[config.mk]
export PLATFORM = sky130hd
export DESIGN_NAME = mem_arbiter
export DESIGN_NICKNAME = d
export VERILOG_FILES = /design/src/rtl/mem_arbiter.sv
export SDC_FILE = /design/constraint.sdc
export NUM_CORES = 1
export LEC_CHECK = 0
export BUFFER_PORTS_ARGS = -buffer_cell sky130_fd_sc_hd__clkbuf_2
export CAP_MARGIN = 10
export CORE_UTILIZATION = 45
export DETAILED_ROUTE_END_ITERATION = 16
export PLACE_DENSITY_LB_ADDON = 0.2
export SKIP_CTS_REPAIR_TIMING = 1
export SYNTH_ARGS = -nofsm -noshare
export SYNTH_HDL_FRONTEND = slang
export SYNTH_SLANG_ARGS = --single-unit
[constraint.sdc]
create_clock -name clk -period 1.6 [get_ports clk]
set_input_delay 0.16 -clock clk [delete_from_list [all_inputs] [get_ports clk]]
set_output_delay 0.16 -clock clk [all_outputs]
set_load 0.02 [all_outputs]
[src/rtl/mem_arbiter.sv]
// Two-port arbiter/sequencer for the 4096x16 main memory: one access per IDLE->ACC->ACK pass, request-to-ack 2 clocks.
// Backpressure: requesters hold req until their ack pulse; the loser simply waits, a locked winner keeps the next grant.
module mem_arbiter #(
  parameter int AW        = 12,
  parameter int DW        = 16,
  parameter int FIXED_PRI = 0
) (
  input  logic          clk,
  input  logic          rst_n,
  input  logic          req0,
  input  logic          req1,
  input  logic          we0,
  input  logic          we1,
  input  logic          lock0,
  input  logic          lock1,
  input  logic [AW-1:0] adr0,
  input  logic [AW-1:0] adr1,
  input  logic [DW-1:0] wdata0,
  input  logic [DW-1:0] wdata1,
  input  logic [DW-1:0] mem_rdata,
  output logic          ack0,
  output logic          ack1,
  output logic [DW-1:0] rdata,
  output logic          busy,
  output logic          mem_read,
  output logic          mem_write,
  output logic [AW-1:0] mem_adr,
  output logic [DW-1:0] mem_wdata
);

  typedef enum logic [1:0] {
    IDLE = 2'd0,
    ACC  = 2'd1,
    ACK  = 2'd2
  } state_t;

  state_t        state_q, state_d;
  logic          we_q, we_d;
  logic          lock_q, lock_d;
  logic          last_gnt_q, last_gnt_d;
  logic          after_ack_q, after_ack_d;
  logic [AW-1:0] adr_q, adr_d;
  logic [DW-1:0] wdata_q, wdata_d;
  logic [DW-1:0] rdata_q, rdata_d;

  logic          lock_hit;
  logic          win;

  always_ff @(posedge clk or negedge rst_n) begin
    if (!rst_n) begin
      state_q     <= IDLE;
      we_q        <= 1'b0;
      lock_q      <= 1'b0;
      last_gnt_q  <= 1'b1;
      after_ack_q <= 1'b0;
      adr_q       <= '0;
      wdata_q     <= '0;
      rdata_q     <= '0;
    end else begin
      state_q     <= state_d;
      we_q        <= we_d;
      lock_q      <= lock_d;
      last_gnt_q  <= last_gnt_d;
      after_ack_q <= after_ack_d;
      adr_q       <= adr_d;
      wdata_q     <= wdata_d;
      rdata_q     <= rdata_d;
    end
  end

  // A lock only holds for the single IDLE cycle right after the locked access's ACK.
  always_comb begin
    lock_hit = 1'b0;
    win      = 1'b0;
    if (after_ack_q && lock_q) begin
      lock_hit = last_gnt_q ? req1 : req0;
    end
    if (lock_hit) begin
      win = last_gnt_q;
    end else if (FIXED_PRI != 0) begin
      win = !req0;
    end else if (req0 && req1) begin
      win = !last_gnt_q;
    end else begin
      win = req1;
    end
  end

  always_comb begin
    state_d     = state_q;
    we_d        = we_q;
    lock_d      = lock_q;
    last_gnt_d  = last_gnt_q;
    after_ack_d = 1'b0;
    adr_d       = adr_q;
    wdata_d     = wdata_q;
    rdata_d     = rdata_q;
    case (state_q)
      IDLE: begin
        if (req0 || req1) begin
          we_d       = win ? we1    : we0;
          lock_d     = win ? lock1  : lock0;
          adr_d      = win ? adr1   : adr0;
          wdata_d    = win ? wdata1 : wdata0;
          last_gnt_d = win;
          state_d    = ACC;
        end
      end
      ACC: begin
        if (!we_q) begin
          rdata_d = mem_rdata;
        end
        state_d = ACK;
      end
      ACK: begin
        after_ack_d = 1'b1;
        state_d     = IDLE;
      end
      default: state_d = IDLE;
    endcase
  end

  // Memory pins decode from registered state only, so reset drops them at once.
  assign mem_read  = (state_q == ACC) && !we_q;
  assign mem_write = (state_q == ACC) && we_q;
  assign mem_adr   = (state_q == ACC) ? adr_q   : '0;
  assign mem_wdata = (state_q == ACC) ? wdata_q : '0;

  assign ack0  = (state_q == ACK) && !last_gnt_q;
  assign ack1  = (state_q == ACK) && last_gnt_q;
  assign busy  = (state_q == ACC) || (state_q == ACK);
  assign rdata = rdata_q;

endmodule

==> flow_metrics.tcl <==
set metrics [dict create \
    status "completed" \
    place_congestion 0.793 \
    syn-cell-area_um2 3380 \
    tritoncts "built" \
    worstSkewPairLatency_ns 0.31 \
    p_sw_mw 3.42 \
    min-delay-path-class "in2reg" \
    detailedPlacementHpwl_um 6390 \
    peakVddDrop_mv 0.769 \
    clock-skew-final_ns 0.00508 \
    syn-instance-count 346 \
    numCtsBuffers 5 \
    avgViaCountPerCell 5.91 \
    cp_data_arrival_time_ns 1.42 \
    crit-reg2reg-launch "state_q[1]" \
    initial_utilization 0.466 \
    timing.final.max_slew_violations 0 \
    via_count_of_the_first_global_routing_pass 3065 \
    synth.distinct_cells 29 \
    critical_path_required_ns 1.44 \
    synth.yosys.seq_area_share 0.371 \
    via_count 3332 \
    buffer_ports.inserted 128 \
    unrepaired_setup_endpoints_after_global_routing "true" \
    switching_share 0.429 \
    grt_overflow_total 0 \
    fp.dieW_um 88.6 \
    min_period_over_period 0.990 \
    yosys_warnings 0 \
    drive_above_1_share 0.409 \
    grt_pass1_wl_um 14700 \
    ios 129 \
    drtIter0Drc 230 \
    num-nets-final 548 \
    die_y_um 88.6 \
    worst-r2r-setup-slack_ns 0.02 \
    grt_start_max_net_pins 42 \
    worstSetupStartpoint "state_q[0]" \
    worstSetupStartpointType "flop" \
    syn2layout_area_growth_pct 29.6 \
    globalRouteTotalUtil 0.239 \
    postSynthNetCount 430 \
    combPwrFrac 0.598 \
    timing.critical_path.fanout_max 18 \
    master_cell_of_the_clock_root_buffer "sky130_fd_sc_hd__clkbuf_8" \
    p_clk_frac 0.113 \
    synth.avg_cell_area_um2 9.76 \
    tritoncts_num_sinks 50 \
    crit-reg2reg-capture "rdata[2]" \
    clock_tree.buffer_depth 2 \
    wirelength_um 9590 \
    setup.worst_path.end "mem_wdata[3]" \
    dpl-instance-area_um2 4130 \
    cts_max_level 2 \
    grt_antenna_before_repair 0 \
    timing_worst_slew_pin_value_ns 0.498 \
    internal_power_mw 4.55 \
    slew-limit-headroom 0.668 \
    ff2ff_path_depth 6 \
    core_region_area_um2 7250 \
    hold_slack_ns 0.0832 \
    worstSetupEndpointType "output port" \
    post-route-drc-count 0 \
    clk_pin_slew_worst_paths_ns 0.09 \
    setup_viol 0 \
    antennaDiodeCount 0 \
    postSynthRegisterBits 50 \
    postLayoutCoreUtil 0.604 \
    fin_crit_ns 1.58 \
    postRouteAntennaNets 0 \
    power.static_leakage_nw 2.20 \
    avgRoutedWirePerCell_um 17.0 \
    max-cap-violations 0 \
    power_density_nw_per_um2 1820 \
    fmax_mhz 631 \
    final_cell_area_um2 4380 \
    row_count 31 \
    timing.final.hold_violations 0 \
    power.share.sequential 0.289 \
    total_power_mw 7.98 \
    die_area_um2 7860 \
    critPathKind "reg2out" \
    detail_route.first_pass.iterations 5 \
]
-- metal layers --
| layer | routed length [um] | global-route usage | vias up |
|---|---|---|---|
| met3 | 666 | 0.0448 | 10 |
| li1 | - | - | 1577 |
| met1 | 4240 | 0.316 | 1604 |
| met2 | 4570 | 0.401 | 141 |
| met4 | 114 | 0.0601 | 0 |
| met5 | 0 | 0 | - |
-- layout by cell type, fill, tap and decap left out, types with 2 or more instances in the layout --
cell	count
sky130_fd_sc_hd__clkbuf_2	97
sky130_fd_sc_hd__dfrtp_1	49
sky130_fd_sc_hd__buf_4	47
sky130_fd_sc_hd__and2_1	31
sky130_fd_sc_hd__and3_1	30
sky130_fd_sc_hd__o211ai_1	30
sky130_fd_sc_hd__o2111ai_1	30
sky130_fd_sc_hd__and4b_1	30
sky130_fd_sc_hd__a21oi_1	30
sky130_fd_sc_hd__nand3_1	30
sky130_fd_sc_hd__mux2_4	9
sky130_fd_sc_hd__mux2_2	7
sky130_fd_sc_hd__buf_2	6
sky130_fd_sc_hd__buf_12	6
sky130_fd_sc_hd__clkbuf_8	5
sky130_fd_sc_hd__nand2_1	4
sky130_fd_sc_hd__nor2b_2	2
sky130_fd_sc_hd__ha_2	2
sky130_fd_sc_hd__clkbuf_1	2
-- worst max-delay path, stage by stage, from the launching register on --
cell and delay [ns]:
sky130_fd_sc_hd__dfrtp_1 0.45, sky130_fd_sc_hd__ha_4 0.20, sky130_fd_sc_hd__buf_8 0.14, sky130_fd_sc_hd__and2_1 0.17, sky130_fd_sc_hd__buf_4 0.15
-- synth_stat cells --
cell / instances / share of area
sky130_fd_sc_hd__inv_1: 2 / 0.0022
sky130_fd_sc_hd__buf_4: 3 / 0.0067
sky130_fd_sc_hd__mux2_1: 1 / 0.0033
sky130_fd_sc_hd__nor2b_1: 2 / 0.0037
sky130_fd_sc_hd__o211ai_1: 30 / 0.067
sky130_fd_sc_hd__nor2_1: 1 / 0.0011
sky130_fd_sc_hd__clkbuf_1: 14 / 0.016
sky130_fd_sc_hd__dfstp_2: 1 / 0.0078
sky130_fd_sc_hd__buf_2: 22 / 0.033
sky130_fd_sc_hd__buf_6: 8 / 0.027
sky130_fd_sc_hd__mux2_4: 9 / 0.040
sky130_fd_sc_hd__and2_1: 31 / 0.057
sky130_fd_sc_hd__dfrtp_1: 49 / 0.36
sky130_fd_sc_hd__nand3_1: 30 / 0.044
sky130_fd_sc_hd__ha_1: 4 / 0.015
sky130_fd_sc_hd__a21boi_0: 1 / 0.0022
sky130_fd_sc_hd__o2111ai_1: 30 / 0.078
sky130_fd_sc_hd__a21oi_1: 30 / 0.044
sky130_fd_sc_hd__o21ai_1: 1 / 0.0015
sky130_fd_sc_hd__and4b_1: 30 / 0.089
sky130_fd_sc_hd__nand2_1: 4 / 0.0044
sky130_fd_sc_hd__a21o_1: 1 / 0.0022
sky130_fd_sc_hd__nand4b_1: 1 / 0.0026
sky130_fd_sc_hd__a21boi_2: 1 / 0.0033
sky130_fd_sc_hd__mux2_2: 7 / 0.023
sky130_fd_sc_hd__and3_1: 30 / 0.056
sky130_fd_sc_hd__a41oi_1: 1 / 0.0026
sky130_fd_sc_hd__and3b_4: 1 / 0.0037
sky130_fd_sc_hd__clkbuf_2: 1 / 0.0015
-- worst min path at each step --
stage                  start          end  slack (ns)  depth (start not counted)
6_report       mem_rdata[14]    rdata[14]        0.08                          2
3_5_place_dp           rst_n  wdata_q[12]        0.16                          1
4_1_cts                rst_n  wdata_q[10]       -0.18                          1
3_3_place_gp           rst_n  wdata_q[13]        0.15                          1
2_1_floorplan          rst_n     adr_q[0]       -0.14                          0
5_1_grt         mem_rdata[8]     rdata[8]        0.07                          2
-- area by class of cell --
cell class / count / area [um2]
fill: 682 / 2870
multi-input combinational: 246 / 1860
tap: 99 / 124
sequential: 50 / 1250
inverter: 2 / 7.51
timing repair buffer: 159 / 1020
clock buffer: 7 / 76.3
clock inverter: 1 / 30.0
-- cells by family (layout without fill, tap and decap cells) --
| kind of cell | count (synthesis) | count (layout) | share of synthesized area |
|---|---|---|---|
| and+or+nand+nor | 130 | 130 | 0.262 |
| buffers and inverters | 50 | 169 | 0.0852 |
| AOI/OAI and AO/OA | 95 | 95 | 0.201 |
| muxes | 17 | 17 | 0.0667 |
| DFF | 50 | 50 | 0.371 |
| adders and majority gates | 4 | 4 | 0.0148 |
-- metrics by stage --
| step | cells | setup WS [ns] | TNS (ns) |
|---|---|---|---|
| 3_5_place_dp | 549 | 0.0789 | 0 |
| 2_1_floorplan | 346 | 0.0915 | 0 |
| 5_1_grt | 564 | -0.0448 | -0.852 |
| 4_1_cts | 557 | -0.153 | -3.45 |
| 6_report | 564 | 0.0165 | 0 |
| 3_3_place_gp | 549 | 0.112 | 0 |
-- power groups by stage --
stage	clock network, mW	registers [mW]	logic, mW
2_1_floorplan	0	2.47	2.92
3_3_place_gp	0	2.29	4.39
3_5_place_dp	0	2.31	4.47
4_1_cts	0.909	2.29	4.49
5_1_grt	0.969	2.39	5.17
6_report	0.898	2.31	4.77
-- sequential cells by signal, summed over array words and instances, names as in the netlist, named ones only --
register     flops
we_q             1
adr_q           12
lock_q           1
wdata_q         16
rdata           16
after_ack_q      1
state_q          2
(Power assumes the default switching activity.)
